## src/rtl/fifo_pkg.sv

```systemverilog
// fifo_pkg: shared widths, default geometry and pointer arithmetic for the
// UART TX/RX buffers.
package fifo_pkg;

  // Default geometry shared with the UART controller top.
  localparam int DEFAULT_WIDTH = 8;
  localparam int DEFAULT_DEPTH = 16;
  localparam int DEFAULT_AW    = $clog2(DEFAULT_DEPTH);

  // Pointer carries one wrap bit above the index; count spans 0..DEPTH.
  typedef logic [DEFAULT_AW:0] ptr_t;
  typedef logic [DEFAULT_AW:0] cnt_t;

  // Fill level from two wrap-bit pointers, modulo 2^ptr_bits.
  function automatic logic [31:0] ptr_count(input logic [31:0] wptr,
                                            input logic [31:0] rptr,
                                            input int          ptr_bits);
    logic [31:0] mask;
    mask = (32'd1 << ptr_bits) - 32'd1;
    return (wptr - rptr) & mask;
  endfunction

endpackage

```

## src/rtl/fifo_mem.sv

```systemverilog
// fifo_mem: simple dual-port storage array, one synchronous write port and
// one asynchronous read port.
module fifo_mem #(
  parameter int WIDTH = 8,
  parameter int DEPTH = 16,
  parameter int AW    = $clog2(DEPTH)
) (
  input  logic             clk,
  input  logic             we,
  input  logic [AW-1:0]    waddr,
  input  logic [WIDTH-1:0] wdata,
  input  logic [AW-1:0]    raddr,
  output logic [WIDTH-1:0] rdata
);

  logic [WIDTH-1:0] mem [DEPTH];

  // Write port: store the word at the write index on an accepted write.
  // NOTE: the array has no reset; pointers alone define which entries are valid.
  always_ff @(posedge clk) begin
    if (we) mem[waddr] <= wdata;
  end

  assign rdata = mem[raddr];

endmodule

```

## src/rtl/fifo_ctl.sv

```systemverilog
// fifo_ctl: synchronous FIFO controller with fill count, almost flags and
// sticky overflow/underflow errors.
// Build option: define FIFO_FWFT_EN for first-word-fall-through reads;
// otherwise dout is registered on each accepted read.
module fifo_ctl
  import fifo_pkg::*;
#(
  parameter  int WIDTH    = DEFAULT_WIDTH,
  parameter  int DEPTH    = DEFAULT_DEPTH,
  parameter  int AF_LEVEL = DEPTH - 2,
  parameter  int AE_LEVEL = 2,
  localparam int AW       = $clog2(DEPTH)
) (
  input  logic             clk,
  input  logic             rst,
  input  logic             wr,
  input  logic [WIDTH-1:0] din,
  input  logic             rd,
  input  logic             clr_err,
  output logic [WIDTH-1:0] dout,
  output logic             full,
  output logic             empty,
  output logic             almost_full,
  output logic             almost_empty,
  output logic [AW:0]      count,
  output logic             overflow,
  output logic             underflow
);

  localparam int        CW      = AW + 1;
  localparam logic [AW:0] FULL_LVL = CW'(DEPTH);
  localparam logic [AW:0] AF_LVL   = CW'(AF_LEVEL);
  localparam logic [AW:0] AE_LVL   = CW'(AE_LEVEL);

  logic [AW:0]      waddr_q, waddr_d;
  logic [AW:0]      raddr_q, raddr_d;
  logic             overflow_q, overflow_d;
  logic             underflow_q, underflow_d;
  logic             wr_ok, rd_ok;
  logic [WIDTH-1:0] mem_rdata;

  // Status decodes straight from the registered pointers.
  assign count        = CW'(ptr_count(32'(waddr_q), 32'(raddr_q), CW));
  assign full         = (count == FULL_LVL);
  assign empty        = (count == '0);
  assign almost_full  = (count >= AF_LVL);
  assign almost_empty = (count <= AE_LVL);
  assign overflow     = overflow_q;
  assign underflow    = underflow_q;

  // A read frees a slot in the same cycle, so a full FIFO still takes rd+wr.
  assign rd_ok = rd & ~empty;
  assign wr_ok = wr & (~full | rd_ok);

  // Next pointers and sticky error flags; a new error wins over clr_err.
  // NOTE: every always_comb output gets a default first so no latch is inferred.
  always_comb begin
    waddr_d     = waddr_q + CW'(wr_ok);
    raddr_d     = raddr_q + CW'(rd_ok);
    overflow_d  = (overflow_q  & ~clr_err) | (wr & ~wr_ok);
    underflow_d = (underflow_q & ~clr_err) | (rd & ~rd_ok);
  end

  // Pointer and error registers; reset discards contents without a clock.
  // NOTE: sequential state uses non-blocking assignments so every register
  // samples pre-edge values.
  always_ff @(posedge clk or posedge rst) begin
    if (rst) begin
      waddr_q     <= '0;
      raddr_q     <= '0;
      overflow_q  <= 1'b0;
      underflow_q <= 1'b0;
    end else begin
      waddr_q     <= waddr_d;
      raddr_q     <= raddr_d;
      overflow_q  <= overflow_d;
      underflow_q <= underflow_d;
    end
  end

  fifo_mem #(
    .WIDTH (WIDTH),
    .DEPTH (DEPTH),
    .AW    (AW)
  ) u_mem (
    .clk   (clk),
    .we    (wr_ok),
    .waddr (waddr_q[AW-1:0]),
    .wdata (din),
    .raddr (raddr_q[AW-1:0]),
    .rdata (mem_rdata)
  );

`ifdef FIFO_FWFT_EN
  // Head word falls through to dout; meaningless while empty.
  assign dout = mem_rdata;
`else
  logic [WIDTH-1:0] dout_q;

  // Registered read: load the head word on each accepted read, hold otherwise.
  always_ff @(posedge clk or posedge rst) begin
    if (rst)        dout_q <= '0;
    else if (rd_ok) dout_q <= mem_rdata;
  end

  assign dout = dout_q;
`endif

endmodule

```

## config.mk

```make
export PLATFORM = sky130hd
export DESIGN_NAME = fifo_ctl
export DESIGN_NICKNAME = d
export VERILOG_FILES = /design/src/rtl/fifo_pkg.sv /design/src/rtl/fifo_mem.sv /design/src/rtl/fifo_ctl.sv
export SDC_FILE = /design/constraint.sdc
export NUM_CORES = 1
export LEC_CHECK = 0
export ABC_AREA = 1
export CAP_MARGIN = 40
export CORE_MARGIN = 4
export CORE_UTILIZATION = 25
export CTS_BUF_LIST = sky130_fd_sc_hd__clkbuf_8
export DETAILED_ROUTE_END_ITERATION = 7
export SLEW_MARGIN = 10
export SYNTH_ARGS = -nofsm -noshare
export SYNTH_HDL_FRONTEND = slang
export SYNTH_SLANG_ARGS = --single-unit
```

## constraint.sdc

```tcl
create_clock -name clk -period 3 [get_ports clk]
set_clock_uncertainty 0.05 [all_clocks]
set_input_delay 0.45 -clock clk [delete_from_list [all_inputs] [get_ports clk]]
set_output_delay 0.45 -clock clk [all_outputs]
set_load 0.02 [all_outputs]
```

-- Word level (Yosys, flattened, before mapping)
Memory sizes are Yosys's and may differ from the RTL's. A register that Yosys moved wholly into a read port is not among the register bits.
Cells that the tools add are included.
- $add $sub $neg: 3
- magnitude comparators: 2
- eq/ne operators: 1
- muxes and demuxes: 2
- bitwise gates (word level): 14
- reduce and logical (&&, ||, !) cells: 1
- operator list (cell ; number):
    $add 5x1->5 ; 2
    $and 1x1->1 ; 6
    $eq 5x5->1 const B ; 1
    $ge 5x4->1 const B ; 1
    $le 5x2->1 const B ; 1
    $logic_not 5->1 ; 1
    $not 1->1 ; 5
    $sub 5x5->5 ; 1
    $or 1x1->1 ; 3
    $mux 1 ; 2
- flip-flop bits (word level): 12
- memory bits (writable): 128
- bits of input ports: 13
- word-level logic and storage cells: 28
- memories kept: 1
- memories (name ; words ; bits a word ; rd ports ; clocked after Yosys merged registers in ; write ports ; line ; text):
    u_mem.mem ; 16 ; 8 ; 1 ; 1 ; 1 ; fifo_mem.sv:16 ; logic [WIDTH-1:0] mem [DEPTH];

-- Longest topological paths before layout
- depth in word-level cells: 9
- depth in mapped cells: 18
- gate-level depth less buffers: 17

-- Cells and area by module
From an unflattened synthesis, not the netlist that was laid out.
- cell total of the unflattened synthesis: 663
- area total of the unflattened synthesis: 6685.2 µm²
- by module, submodules not included (module ; times used ; cells an instance ; area an instance (µm²)):
    fifo_mem ; 1 ; 543 ; 5606.6
    fifo_ctl ; 1 ; 120 ; 1078.5

-- Worst setup path after synthesis
No wires, ideal clock.
- path type: register to register
- start point: reg raddr_q[1]
- end point: reg waddr_q[4]
- library setup time: 0.079 ns
- data arrival time: 3.098 ns
- data required time: 2.871 ns
- slack: -0.227 ns
- stages on the path, launching flop included: 17
- period minus slack after synthesis: 3.227 ns
- cell sequence: dfrtp_1 > clkbuf_1 > inv_2 > buf_2 > fa_1 > or2_1 > nor2_2 > nand3_1 > nor2_2 > nand2_2 > nand2_4 > buf_6 > inv_1 > ha_1 > ha_1 > nand2_1 > xor2_1
- RTL lines (what ; line ; text):
    start, declared ; fifo_ctl.sv:36 ; logic [AW:0] raddr_q, raddr_d;
    start signal, assigned ; fifo_ctl.sv:75 ; raddr_q <= raddr_d;
    $sub 5x5->5 ; fifo_pkg.sv:20 ; return (wptr - rptr) & mask;
    net count[1] ; fifo_ctl.sv:25 ; output logic [AW:0] count,
    $eq 5x5->1 ; fifo_ctl.sv:44 ; assign full = (count == FULL_LVL);
    net full ; fifo_ctl.sv:21 ; output logic full,
    $not 1->1 ; fifo_ctl.sv:53 ; assign wr_ok = wr & (~full | rd_ok);
    $or 1x1->1 ; fifo_ctl.sv:53 ;
    $and 1x1->1 ; fifo_ctl.sv:53 ;
    $add 5x1->5 ; fifo_ctl.sv:58 ; waddr_d = waddr_q + CW'(wr_ok);
    net waddr_d[4] ; fifo_ctl.sv:35 ; logic [AW:0] waddr_q, waddr_d;
    end signal, assigned ; fifo_ctl.sv:74 ; waddr_q <= waddr_d;
    end, declared ; fifo_ctl.sv:35 ;
The timed path passes the listed nets, and every way through them passes these cells.

-- Worst setup path in the final report
- start point: reg raddr_q[0]
- end point: out full
- cells in the longest elaborated chain, start to end: 2
- ends and longest elaborated chain (what ; line):
    $sub 5x5->5 ; fifo_pkg.sv:20
    $eq 5x5->1 ; fifo_ctl.sv:44
    end, declared ; fifo_ctl.sv:21
Every way passes these cells.

==> impl_metrics.json <==
{
  "crit_family": "adder cells",
  "area_growth_pct": 17.2,
  "cp_slowest_cell": "fa_2",
  "nNetsFinal": 741,
  "min_path_type": "in -> async",
  "hpwl_um": 9930,
  "synth.avg_cell_area_um2": 9.72,
  "synth_cell_types": 24,
  "cts_buffers": 17,
  "tightest_slew_ps": 832,
  "finalSetupViolations": 0,
  "grtUsageMet1": 0.151,
  "critPathLaunchType": "flop",
  "cts_tree": "built",
  "dpl-instance-area_um2": 7320,
  "first_pass_iters": 5,
  "grt_usage": 0.109,
  "synth_area_um2": 6610,
  "antenna_found_initial": 0,
  "ir_drop_mv": 0.406,
  "clkTransAtPathRegs_ps": 80,
  "ios": 32,
  "gp_congestion": 0.787,
  "vias": 4505,
  "h-tree-depth": 4,
  "power_density_nw_per_um2": 991,
  "hold_viol": 0,
  "drt_iter0_drc": 464,
  "power.leakage_nw": 3.32,
  "max_stage_delay_ps": 450,
  "endpoint_kind": "primary output",
  "crit_start": "raddr_q[0]$_DFF_PP0_",
  "min_period_ps": 2840,
  "post_drt_via_cell_ratio": 4.22,
  "grt_pass1_wl_um": 24200,
  "final_area_um2": 7750,
  "slew_headroom": 0.443,
  "drt_wl_total_um": 15500,
  "die_w_um": 171,
  "clk_path_buf_depth": 2,
  "outcome": "completed",
  "layout-drive-gt1-share": 0.0847,
  "syn-num-nets": 702,
  "n_antenna_cell": 0,
  "timing.fmax_mhz": 352,
  "detail-route-antenna-nets": 0,
  "r2r_cells": 12,
  "core_um2": 26100,
  "drv_cap": 0,
  "use_met2": 0.168,
  "synthCells": 680,
  "rr_startpoint": "waddr_q[0]$_DFF_PP0_",
  "total_power_mw": 7.68,
  "holdWs_ps": 390,
  "wl_per_cell_um": 14.5,
  "crit_type": "reg -> out",
  "path_buf_inv": 2,
  "postCtsHoldBufs": 0,
  "initial_core_util": 0.254,
  "die_area_um2": 29100,
  "crit_chain": "ha_1 -> inv_2 -> fa_2 -> or2_1 -> nor2_2 -> nand3_2 -> nor2_4 -> buf_6",
  "grt_max_degree": 67,
  "io_buffer_count": 31,
  "arrival_ps": 2340,
  "final-max-slew-violation-count": 0,
  "row_count": 59,
  "rr_endpoint": "u_mem.mem[10][3]$_DFFE_PP_",
  "seq_area_frac_synth": 0.657,
  "ys_seq_elements": 148,
  "rsz0062_at_grt": "yes",
  "die_h_um": 171,
  "clock-sinks": 148,
  "yosys_warnings": 0,
  "rrSetupSlack_ps": 190,
  "drc": 0,
  "root_buffer": "clkbuf_8",
  "grt_overflow": 0,
  "use_met3": 0.0277,
  "grt_pass1_vias": 4414,
  "grt-busiest-layer": "met2",
  "path_max_fanout": 4,
  "crit_required_ps": 2500,
  "period_share": 0.947,
  "clk_latency_ps": 450
}
==> synthesized netlist by cell type, drive strengths merged <==
library cell | instances | area [µm²]
buf | 13 | 70.1
clkbuf | 10 | 37.5
xor2 | 6 | 52.6
inv | 94 | 353
a21oi | 2 | 13.8
o22ai | 1 | 6.26
a211oi | 1 | 7.51
clkinv | 2 | 7.51
ha | 8 | 100
nand3 | 67 | 335
o21ai | 10 | 50.1
dfrtp | 20 | 500
edfxtp | 128 | 3840
or2 | 1 | 6.26
nand2 | 271 | 1030
nor2 | 45 | 179
fa | 1 | 20.0
==> layout by cell type (no fill, tap or decap), drive strengths merged <==
| cell | instances |
|---|---|
| clkdlybuf4s50 | 24 |
| a21oi | 2 |
| fa | 1 |
| buf | 14 |
| clkbuf | 17 |
| clkinvlp | 2 |
| clkinv | 10 |
| o21ai | 10 |
| dfrtp | 20 |
| dlygate4sd2 | 2 |
| ha | 8 |
| nor2 | 45 |
| o22ai | 1 |
| bufinv | 2 |
| inv | 97 |
| a211oi | 1 |
| edfxtp | 128 |
| nand2 | 272 |
| nand3 | 67 |
| or2 | 1 |
| dlymetal6s2s | 2 |
| xor2 | 6 |
==> sequential cells by signal (all words and copies together), names as in the netlist <==
register,count
dout,8
overflow,1
raddr_q,5
u_mem.mem,128
underflow,1
waddr_q,5
==> layer usage <==
| metal | routed length, µm | share of wire | vias to the layer above |
|---|---|---|---|
| met3 | 878 | 0.057 | 21 |
| met2 | 6840 | 0.44 | 130 |
| li1 | - | - | 2240 |
| met5 | 0 | 0 | - |
| met4 | 260 | 0.017 | 0 |
| met1 | 7530 | 0.49 | 2114 |
==> through the flow <==
stage	TNS [ps]	cells	utilization	worst slack, ps
floorplan	0	680	-	3.23
global placement	0	1032	0.281	102
detailed placement	0	1032	0.281	74.3
CTS	0	1064	0.295	13.9
global route	-7.47	1067	0.297	-7.47
finish	0	1067	0.297	158
==> worst max path at each step <==
stage | to | slack (ps) | depth (start not counted)
2_1_floorplan | waddr_q[4]$_DFF_PP0_ | 3 | 16
3_3_place_gp | full | 100 | 9
3_5_place_dp | full | 70 | 8
4_1_cts | count[2] | 10 | 8
5_1_grt | almost_empty | -7 | 10
6_report | full | 160 | 8
==> power by group <==
| group | switching (mW) | internal, mW | total [mW] |
|---|---|---|---|
| clock network | 0.759 | 0.729 | 1.49 |
| registers | 0.122 | 2.56 | 2.68 |
| logic | 2.35 | 1.16 | 3.51 |
==> worst reg2reg max path, delay by kind of cell (launching register included) <==
kind | cells | cell delay [ps]
adder cells (fa/ha/maj) | 2 | 700
buffers and inverters | 3 | 280
flip-flops | 1 | 380
AND/OR/NAND/NOR | 7 | 1030
==> area by class of cell <==
type,count,area [µm²]
Sequential cell,148,4350
Inverter,96,360
Clock inverter,15,143
Tap cell,335,419
Clock buffer,17,234
Timing Repair Buffer,42,402
Multi-Input combinational cell,414,1850
Fill cell,2694,18300
==> what timing repair did <==
item	in CTS	in global routing
pin swaps	0	5
buffers inserted	0	2
endpoints found under the setup margin	5	56
gates resized for setup	15	11
cloned	0	1
==> logic make-up after synthesis <==
kind of cell,synth area share
buffers and inverters,0.0708
AOI/OAI and AO/OA,0.0117
DFF,0.657
and+or+nand+nor,0.234
xor gates and xnor gates,0.00795
adders and majority gates,0.0182
Note: power is estimated with default switching activity, not from simulation.
